**src/rtl/adc_ltc2308_scan.sv**
```systemverilog
// Scan controller for the LTC2308 ADC. It generates CONVST, SCK and SDI from one clock
// and returns each 12-bit result tagged with the channel that was configured one frame earlier.
module adc_ltc2308_scan #(
    parameter int TWHCONV  = 1,
    parameter int TCONV    = 52,
    parameter int SCK_HALF = 1,
    parameter int TCYC     = 80
) (
    input  logic        clock,
    input  logic        reset,
    input  logic        start,
    input  logic        stop,
    input  logic        mode,
    input  logic [7:0]  ch_mask,
    input  logic        uni,
    output logic        busy,
    output logic        valid,
    output logic [11:0] data,
    output logic [2:0]  data_ch,
    output logic        CONVST,
    output logic        SCK,
    output logic        SDI,
    input  logic        SDO
);
    localparam int S         = TWHCONV + TCONV;
    localparam int SHIFT_END = S + 24 * SCK_HALF;
    localparam int FW        = $clog2(TCYC);

    generate
        if (TWHCONV < 1 || SCK_HALF < 1 || TCYC < SHIFT_END + 1) begin : g_bad_params
            $error("adc_ltc2308_scan: TCYC too short for TWHCONV+TCONV+24*SCK_HALF+1");
        end
    endgenerate

    typedef enum logic [2:0] {IDLE, CONV_HI, CONV_WAIT, SHIFT, GAP} state_t;

    state_t          state_q, state_d;
    logic [FW-1:0]   f_q, f_d;
    logic            busy_q, busy_d;
    logic            mode_q, mode_d;
    logic [7:0]      mask_q, mask_d;
    logic            uni_q, uni_d;
    logic [2:0]      cur_ch_q, cur_ch_d;
    logic [2:0]      prev_ch_q, prev_ch_d;
    logic [3:0]      frame_q, frame_d;
    logic [3:0]      nset_q, nset_d;
    logic            stop_q, stop_d;
    logic [11:0]     sh_q, sh_d;
    logic [11:0]     data_q, data_d;
    logic [2:0]      data_ch_q, data_ch_d;
    logic            valid_q, valid_d;
    logic            convst_q, convst_d;
    logic            sck_q, sck_d;
    logic            sdi_q, sdi_d;

    int              f_now, rel_now, f_next, rel_next, half_next;
    logic            sample, frame_end;
    logic [5:0]      cfg_sh;

    // Next set bit strictly after c, wrapping; searching after 7 yields the lowest set bit.
    function automatic logic [2:0] next_ch(input logic [7:0] m, input logic [2:0] c);
        logic [2:0] r;
        logic [2:0] idx;
        logic       found;
        r     = c;
        found = 1'b0;
        for (int i = 1; i <= 8; i++) begin
            idx = c + 3'(i);
            if (!found && m[idx]) begin
                r     = idx;
                found = 1'b1;
            end
        end
        return r;
    endfunction

    function automatic logic [3:0] popcount(input logic [7:0] m);
        logic [3:0] n;
        n = 4'd0;
        for (int i = 0; i < 8; i++) n = n + {3'b000, m[3'(i)]};
        return n;
    endfunction

    always_comb begin
        state_d   = state_q;
        f_d       = f_q;
        busy_d    = busy_q;
        mode_d    = mode_q;
        mask_d    = mask_q;
        uni_d     = uni_q;
        cur_ch_d  = cur_ch_q;
        prev_ch_d = prev_ch_q;
        frame_d   = frame_q;
        nset_d    = nset_q;
        stop_d    = stop_q;
        sh_d      = sh_q;
        data_d    = data_q;
        data_ch_d = data_ch_q;
        valid_d   = 1'b0;
        convst_d  = 1'b0;
        sck_d     = 1'b0;
        sdi_d     = 1'b0;
        f_now     = int'(f_q);
        rel_now   = f_now - S;
        sample    = 1'b0;
        frame_end = 1'b0;
        half_next = 0;

        if (state_q == IDLE) begin
            f_d = '0;
            if (start && ch_mask != 8'd0) begin
                busy_d   = 1'b1;
                mode_d   = mode;
                mask_d   = ch_mask;
                uni_d    = uni;
                cur_ch_d = next_ch(ch_mask, 3'd7);
                frame_d  = 4'd0;
                nset_d   = popcount(ch_mask);
                stop_d   = 1'b0;
            end
        end else begin
            if (stop) stop_d = 1'b1;
            sample = (rel_now >= 0) && (f_now < SHIFT_END) &&
                     ((rel_now % (2 * SCK_HALF)) == 2 * SCK_HALF - 1);
            if (sample) sh_d = {sh_q[10:0], SDO};
            // Frame 0 only primes the ADC's config pipeline, so its read is discarded.
            if (f_now == SHIFT_END - 1 && frame_q != 4'd0) begin
                valid_d   = 1'b1;
                data_d    = {sh_q[10:0], SDO};
                data_ch_d = prev_ch_q;
            end
            frame_end = (f_now == TCYC - 1);
            if (frame_end) begin
                f_d       = '0;
                prev_ch_d = cur_ch_q;
                cur_ch_d  = next_ch(mask_q, cur_ch_q);
                if (frame_q != 4'hF) frame_d = frame_q + 4'd1;
                if (stop_q || stop || (mode_q && frame_q == nset_q)) begin
                    busy_d = 1'b0;
                    stop_d = 1'b0;
                end
            end else begin
                f_d = f_q + 1'b1;
            end
        end

        // Pin outputs are registered, so they are decoded from the next frame position.
        f_next   = int'(f_d);
        rel_next = f_next - S;
        if (!busy_d)                  state_d = IDLE;
        else if (f_next < TWHCONV)    state_d = CONV_HI;
        else if (f_next < S)          state_d = CONV_WAIT;
        else if (f_next < SHIFT_END)  state_d = SHIFT;
        else                          state_d = GAP;

        cfg_sh   = {1'b1, cur_ch_d[0], cur_ch_d[2:1], uni_d, 1'b0};
        convst_d = (state_d == CONV_HI);
        if (state_d == SHIFT) begin
            half_next = rel_next / SCK_HALF;
            sck_d     = half_next[0];
            cfg_sh    = cfg_sh << (half_next / 2);
            sdi_d     = cfg_sh[5];
        end
    end

    always_ff @(posedge clock) begin
        if (reset) begin
            state_q   <= IDLE;
            f_q       <= '0;
            busy_q    <= 1'b0;
            mode_q    <= 1'b0;
            mask_q    <= 8'd0;
            uni_q     <= 1'b0;
            cur_ch_q  <= 3'd0;
            prev_ch_q <= 3'd0;
            frame_q   <= 4'd0;
            nset_q    <= 4'd0;
            stop_q    <= 1'b0;
            sh_q      <= 12'd0;
            data_q    <= 12'd0;
            data_ch_q <= 3'd0;
            valid_q   <= 1'b0;
            convst_q  <= 1'b0;
            sck_q     <= 1'b0;
            sdi_q     <= 1'b0;
        end else begin
            state_q   <= state_d;
            f_q       <= f_d;
            busy_q    <= busy_d;
            mode_q    <= mode_d;
            mask_q    <= mask_d;
            uni_q     <= uni_d;
            cur_ch_q  <= cur_ch_d;
            prev_ch_q <= prev_ch_d;
            frame_q   <= frame_d;
            nset_q    <= nset_d;
            stop_q    <= stop_d;
            sh_q      <= sh_d;
            data_q    <= data_d;
            data_ch_q <= data_ch_d;
            valid_q   <= valid_d;
            convst_q  <= convst_d;
            sck_q     <= sck_d;
            sdi_q     <= sdi_d;
        end
    end

    assign busy    = busy_q;
    assign valid   = valid_q;
    assign data    = data_q;
    assign data_ch = data_ch_q;
    assign CONVST  = convst_q;
    assign SCK     = sck_q;
    assign SDI     = sdi_q;

endmodule

```
**config.mk**
```make
export PLATFORM = sky130hd
export DESIGN_NAME = adc_ltc2308_scan
export DESIGN_NICKNAME = d
export VERILOG_FILES = /design/src/rtl/adc_ltc2308_scan.sv
export SDC_FILE = /design/constraint.sdc
export NUM_CORES = 1
export LEC_CHECK = 0
export CORE_MARGIN = 2
export CORE_UTILIZATION = 41
export DETAILED_ROUTE_END_ITERATION = 16
export HOLD_SLACK_MARGIN = 0.15
export PLACE_DENSITY = 0.7
export SYNTH_ARGS = -nofsm -noshare
export SYNTH_HDL_FRONTEND = slang
export SYNTH_SLANG_ARGS = --single-unit
```
**constraint.sdc**
```tcl
create_clock -name clock -period 10.25 [get_ports clock]
set_clock_uncertainty 0.2 [all_clocks]
set_input_delay 1.5375 -clock clock [delete_from_list [all_inputs] [get_ports clock]]
set_output_delay 1.5375 -clock clock [all_outputs]
set_load 0.01 [all_outputs]
```
Yosys cells after proc, flatten, opt, wreduce, memory -nomap -nowiden

Index checks and enable logic that the tools add are counted.

Flip-flop bits (word level): 62
Output and inout bits: 20
Logic and storage cells: 201

Add/subtract/negate cells: 12
$lt $le $gt $ge: 13
Equality and inequality tests: 7
Shift-type cells: 1
Mux-type cells: 99
Bitwise operators: 4
Reductions and logical operators: 48

Operator list:

| kind                | number |
|---|---|
| $mux 3              | 23 |
| $mux 1              | 62 |
| $add 32x1->32       | 1 |
| $lt 3x4->1 const B  | 8 |
| $shl 6x32->6        | 1 |
| $bmux 1 s3          | 8 |
| $logic_and 1x1->1   | 19 |
| $mux 4              | 4 |
| $sub 7x6->8 const B | 2 |
| $eq 7x7->1 const B  | 2 |
| $logic_not 1->1     | 14 |
| $lt 7x7->1 const B  | 2 |
| $mux 7              | 2 |
| $add 3x3->3 const B | 4 |
| $ge 8x1->1 const B  | 1 |
| $reduce_and 2->1    | 4 |
| $reduce_bool 8->1   | 1 |
| $add 7x1->7 const B | 1 |
| $lt 7x1->1 const B  | 1 |
| $lt 7x6->1 const B  | 1 |
| $add 3x2->3 const B | 2 |
| $add 4x1->4 const B | 1 |
| $logic_not 4->1     | 1 |
| $ne 4x4->1 const B  | 1 |
| 13 further kinds    | 18 |

Logic depth before layout (Yosys ltp)

Gate-level depths: netlist of run 1.

Word-level depth: 42
Gate-level depth with buffers: 18
Mapped depth without buffers: 17

Worst setup path before layout of run 1

OpenSTA, ideal clock, no wires.

Kind: register -> register
Start point: reg f_q[5]
End point: reg sdi_q, in the netlist SDI
Setup time: 91 ps
Data arrival time: 4038 ps
Path slack: 5921 ps
Stages on the path, launching flop included: 17
Path buffers: 2
Cell sequence: dfxtp_1 -> clkbuf_1 -> or3b_1 -> o21ai_2 -> o22ai_1 -> a21oi_1 -> and2_1 -> ha_1 -> ha_1 -> buf_1 -> nand2_1 -> ha_1 -> nor4_1 -> nand4_1 -> a2111o_1 -> a2111o_1 -> a311oi_1

Longest elaborated chain between the ends: 11

Ends and longest elaborated chain:

| what                                                                   | RTL line | source |
|---|---|---|
| start, declared                                                        | 38       | `logic [FW-1:0] f_q, f_d;` |
| start signal, assigned                                                 | 169      | `f_q <= '0;` |
| start signal, assigned                                                 | 188      | `f_q <= f_d;` |
| parallel branches: the longest is 11 deep, another holds $add 32x1->32 | -        |  |
| end signal, assigned                                                   | 204      | `sdi_q <= sdi_d;` |
| end, declared                                                          | 54       | `logic sdi_q, sdi_d;` |

Several ways; the timed one is not identified.
A chain may end at the register's enable or synchronous reset.

Worst setup path after layout of run 1

Start point: reg f_q[0]
End point: reg sdi_q, in the netlist SDI

Same word-level chain as after synthesis.

==> results.cfg, run 1 <==
[synthesis]
yosys_warnings = 0
ys_async_sr_fraction_pct = 0
syn_area_um2 = 4110
ys_ff_latch = 62
ys.flop_type = dfxtp_1
syn_nets = 507
synth.top_cell.area_share_pct = 30.2
synth_area_leaders = dfxtp_1 (30%), mux2i_1 (8.5%), mux4_2 (6.6%)
synth_edf_count = 0
ys_types = 74
syn_area_per_cell_um2 = 8.65
syn_inst = 475
ys_seq_area_share_pct = 30.2
synth_top_area_cell = dfxtp_1

[setup_path]
r2r_start = f_q[0]
critPathLaunch = f_q[0]
endpoint_kind = register
crit_fanout = 8
crit_path_start_kind = register
cp.required_ns = 10.30
r2r_cells = 17
worstPathArrival_ns = 4.93
criticalPathCategory = register to register

[clocking]
cts-resized-gates = 0
clk_pin_slew_ns = 0.07
holdBufCountCts = 0
root_buffer = clkbuf_8
cts.path.max_buffers = 2
clock_latency_ns = 0.35
cts_max_level = 3
cts_tree = built
post-cts-setup-buffers = 0
cts_buffers = 9
clkSinkCount = 62

[timing]
fmax_mhz = 205
grt_setup_unrepaired = no
maxSlewHeadroom_pct = 28.8
min_period_ns = 4.88
setup_viol = 0
hold_viol_final = 0
final.setup.tns_ns = 0
period_share_pct = 47.6
worst_slew_pin_slew_ns = 1.06
drv_slew = 0

[routing]
vias_per_cell = 5.71
wl_met2_mm = 4.66
post_drt_wl_per_cell_um = 15.4
top_layer = met4
dr.pass1.iters = 5
vias = 3609
wl_met3_um = 512
dr.first_iter.drc_count = 244
postRouteAntennaNets = 0
drt-total-wl_mm = 9.76
wl_met1_mm = 4.40
drcViolationCount = 0

[global_route]
grt.total_usage_pct = 18.3
grt_pass1_vias = 3435
antenna_found_initial = 0
grt_first_pass_wirelength_mm = 16.5
grt_start_max_net_pins = 57
overflow = 0

[status]
status = finished, final reports clean

[placement]
port_buffers = 34
gp_congestion = 0.835
dpl.hpwl_mm = 7.21
dpl_cell_area_um2 = 4510
dp.cells = 616

[worst_hold_path]
hold_depth = 2
hp-class = register to register
hold_start = mode_q

[die]
rows = 36
dieArea_um2 = 10800
fp.coreArea_um2 = 9730
die_w_um = 104
io_pins = 35
initial_core_util_pct = 42.2
die_h_um = 104

[layout]
drive_above_1_share_pct = 10.8
syn2layout_area_growth_pct = 14.2
n_antenna_cell = 0
final_cells = 632
fin_nets = 526
post-route-cell-area_um2 = 4690

[power_and_ir_drop]
power_leakage_uw = 0.00163
vdd_ir_drop_max_uv = 84.1
p_per_area_nw_per_um2 = 144

[job]
maxCapViolations = 0
-- worst max-delay path, cell delays in order (launching register included) --
cell,delay [ns]
dfxtp_1,0.37
ha_1,0.25
nand3_1,0.21
nor2_2,0.11
or3_1,0.42
ha_1,0.28
nor2_1,0.14
o21a_1,0.20
nor4b_1,0.31
o21ai_0,0.15
a21oi_1,0.45
nand3_1,0.15
ha_1,0.21
nor4_1,0.29
nand4_1,0.16
a2111o_1,0.40
a2111o_1,0.31
a311oi_1,0.19
-- synth_stat cells (3+ instances only) --
| cell | instances |
|---|---|
| dfxtp_1 | 62 |
| xnor2_1 | 5 |
| mux2_1 | 5 |
| nand3_1 | 17 |
| inv_1 | 10 |
| mux2i_1 | 35 |
| nor2b_1 | 5 |
| nor2_1 | 63 |
| nor3_1 | 15 |
| o21a_1 | 3 |
| nand4b_1 | 3 |
| a31oi_1 | 5 |
| a211o_1 | 3 |
| and3_1 | 6 |
| or2_2 | 3 |
| a211oi_1 | 5 |
| mux2_2 | 4 |
| nand4_1 | 4 |
| and2_1 | 5 |
| mux4_2 | 12 |
| nand2b_1 | 6 |
| a21oi_1 | 26 |
| o22ai_1 | 5 |
| nor4_1 | 5 |
| ha_1 | 17 |
| o21ai_0 | 12 |
| nand2_1 | 41 |
| or3_1 | 4 |
| nand3b_1 | 3 |
| xor2_1 | 7 |
| buf_2 | 8 |
| clkbuf_1 | 17 |
-- state kept, by name, indices dropped and copies added, names as in the netlist --
register,count
CONVST,1
SCK,1
SDI,1
busy,1
cur_ch_q,3
data,12
data_ch,3
f_q,7
frame_q,4
mask_q,8
mode_q,1
prev_ch_q,3
sh_q,11
state_q,3
stop_q,1
uni_q,1
valid,1
-- metal layers --
layer | vias to the layer above | GRT usage (%)
met3 | 18 | 3.13
met1 | 1687 | 24.0
met5 | - | 0
met2 | 127 | 30.6
met4 | 0 | 6.37
li1 | 1777 | -
-- per-stage QoR --
step	util (%)	hold slack [ns]	power, uW	worst slack [ns]
floorplan	-	0.237	429	5.92
global placement	46.3	0.251	476	5.25
detailed placement	46.3	0.262	480	5.13
CTS	48.2	0.275	677	5.41
global route	48.2	0.305	713	4.92
finish	48.2	0.273	674	5.37
-- cell usage in the layout (no fill, tap or decap), drive strengths merged, types with 3 or more instances in the layout --
cell type	instances
nor2	64
dfxtp	62
nand2	42
mux2i	35
clkdlybuf4s50	33
a21oi	27
nand3	17
ha	17
nor3	16
o21ai	15
inv	13
mux4	12
mux2	10
clkbuf	9
xor2	7
xnor2	7
or2	7
and3	6
nand2b	6
o22ai	6
nor4	6
nor2b	5
and2	5
a211oi	5
a31oi	5
nand4	4
or3	4
buf	4
o21a	3
a211o	3
nand3b	3
nand4b	3
-- area by class of cell --
class	count	area, um^2
Sequential cell	62	1240
Multi-Input combinational cell	374	2710
Inverter	10	37.5
Clock buffer	9	124
Clock inverter	7	57.6
Timing Repair Buffer	37	358
Tap cell	133	166
Fill cell	952	5040
-- power by group --
part / leakage [uW] / internal (uW) / switching, uW
sequential: 0.000502 / 250 / 12.2
combinational: 0.00104 / 89.8 / 126
clock: 0.0000881 / 90.8 / 106
-- cell families after synthesis --
logic type | Yosys count | share of synthesized area (%)
xor+xnor | 14 | 3.62
flops | 62 | 30.2
buf+inv | 39 | 4.26
fa+ha+maj | 17 | 5.18
simple gates | 195 | 23.2
compound gates | 91 | 15.6
mux | 57 | 17.9
-- worst paths after layout --
kind                               end  slack, ns
worst min register to register  mode_q       0.27
worst max register to register     SDI       5.37
worst max-delay path               SDI       5.37
worst min-delay path            mode_q       0.27
Power figures use the tool's default switching activity.
==> inputs of run 2 (changes only) <==
--- a/config.mk
+++ b/config.mk
@@ -9,7 +9,7 @@
 export CORE_UTILIZATION = 41
 export DETAILED_ROUTE_END_ITERATION = 16
 export HOLD_SLACK_MARGIN = 0.15
-export PLACE_DENSITY = 0.7
+export PLACE_DENSITY = 0.72
 export SYNTH_ARGS = -nofsm -noshare
 export SYNTH_HDL_FRONTEND = slang
 export SYNTH_SLANG_ARGS = --single-unit
==> constraint.sdc (replaced) <==
create_clock -name clock -period 4.3 [get_ports clock]
set_clock_uncertainty 0.2 [all_clocks]
set_input_delay 0.645 -clock clock [delete_from_list [all_inputs] [get_ports clock]]
set_output_delay 0.645 -clock clock [all_outputs]
set_load 0.01 [all_outputs]
==> run 2 against run 1 <==
  * First-iteration DRC count decreased by 43%
  * Via count increased by 0.97%
  * Sequential power increased by 140%
  * Critical path type unchanged
  * Routed wire length increased by 1.4%
  * Largest cell class unchanged
  * Register-to-register slack got worse by 5.2 ns
  * Critical path depth increased by 1
==> results.cfg, run 2 (synthesis gave the netlist of run 1 again) <==
[timing]
setup_viol = 0
maxSlewHeadroom_pct = 27.1
hold_viol_final = 0
min_period_ns = 4.13
period_share_pct = 96.0
drv_slew = 0
worst_slack_ns = 0.173
fmax_mhz = 242
worst_slew_pin_slew_ns = 1.09

[die]
dieArea_um2 = 10800
fp.coreArea_um2 = 9730
rows = 36
io_pins = 35
die_w_um = 104
die_h_um = 104
initial_core_util_pct = 42.2

[power_and_ir_drop]
vdd_ir_drop_max_uv = 250
power_leakage_uw = 0.00170
p_per_area_nw_per_um2 = 338
finalPower_uw = 1640

[routing]
post_drt_wl_per_cell_um = 15.3
dr.pass1.iters = 4
dr.first_iter.drc_count = 139
postRouteAntennaNets = 0
drt-total-wl_mm = 9.89
vias = 3644
drcViolationCount = 0
vias_per_cell = 5.62

[setup_path]
cp.required_ns = 4.36
r2r_cells = 18
crit_fanout = 8
worstPathArrival_ns = 4.18
critPathLaunch = f_q[0]
r2r_start = f_q[0]
endpoint_kind = register
ff2ff_setup_slack_ns = 0.17
crit_path_start_kind = register
criticalPathCategory = register to register
r2r_end = SDI

[layout]
fin_nets = 542
final_cell_mix = nor2_1 (63), dfxtp_1 (59), nand2_1 (41)
n_fill_cell = 954
n_antenna_cell = 0
drive_above_1_share_pct = 16.1
largest_register_ffs = 12
syn2layout_area_growth_pct = 18.2
final_cells = 648
layout_commonest_cell = nor2_1

[clocking]
cts-resized-gates = 0
cts_buffers = 9
cts_max_level = 3
clk_pin_slew_ns = 0.08
cts_tree = built
clock_latency_ns = 0.35
clkSinkCount = 62
cts.path.max_buffers = 2
holdBufCountCts = 0
post-cts-setup-buffers = 0
root_buffer = clkbuf_8

[global_route]
overflow = 0
grt.total_usage_pct = 18.4
grt_start_max_net_pins = 57
grt_pass1_vias = 3526
grt_first_pass_wirelength_mm = 16.7
antenna_found_initial = 0

[placement]
place_ws_ns = 0.102
dpl.hpwl_mm = 7.18
gp_congestion = 0.925
port_buffers = 34
dp.cells = 632

[worst_hold_path]
hold_end = mode_q
hold_depth = 2
hp-class = register to register
hold_start = mode_q

[job]
maxCapViolations = 0

[status]
status = finished, final reports clean
-- run 2: how the worst max path moves through the flow --
stage | to | slack, ns
6_report | SDI | 0.17
5_1_grt | SDI | -0.04
4_1_cts | SDI | 0.07
3_5_place_dp | SDI | 0.10
3_3_place_gp | SDI | 0.21
2_1_floorplan | SDI | 0.1
-- run 2: layout make-up --
class	instances	area, um^2	share of cell area (%)
multi-input cells	374	2750	56.6
flip-flops and latches	62	1240	25.6
repair buffers	53	478	9.84
well taps	133	166	3.43
clock buffers	9	124	2.55
clock inverters	7	55.1	1.13
inverters	10	37.5	0.773
-- run 2: layer usage --
| layer | GRT usage (%) | part of all wire (%) | vias to the layer above |
|---|---|---|---|
| met3 | 3.63 | 4.0 | 24 |
| met1 | 23.1 | 45 | 1736 |
| met5 | 0 | 0 | - |
| li1 | - | - | 1803 |
| met4 | 7.43 | 3.2 | 0 |
| met2 | 30.9 | 48 | 81 |
-- run 2: power breakdown --
| part | total [uW] | switching, uW | internal, uW | leakage [uW] |
|---|---|---|---|---|
| Clock | 471 | 255 | 216 | 0.0000870 |
| Combinational | 545 | 306 | 239 | 0.00111 |
| Sequential | 624 | 28.9 | 595 | 0.000504 |
-- run 2: critical path, cell delays in order, from the launching register on --
cell	delay, ns
dfxtp_2	0.35
ha_2	0.21
nand3_1	0.11
nor2_2	0.05
or3_1	0.34
ha_2	0.22
nor2_1	0.14
o21a_2	0.21
nor4b_2	0.20
o21ai_0	0.12
a21oi_1	0.15
buf_4	0.17
nand3_1	0.08
ha_1	0.20
nor4_2	0.27
nand4_1	0.13
a2111o_1	0.39
a2111o_1	0.30
a311oi_1	0.20
-- run 2: through the flow --
stage | util [%] | hold WS, ns | setup TNS [ns] | cell area [um^2]
2_1_floorplan | - | 0.237 | 0 | 4110
3_3_place_gp | 47.6 | 0.247 | 0 | 4630
3_5_place_dp | 47.6 | 0.265 | 0 | 4630
4_1_cts | 49.5 | 0.273 | 0 | 4810
5_1_grt | 49.9 | 0.320 | -0.0352 | 4860
6_report | 49.9 | 0.271 | 0 | 4860
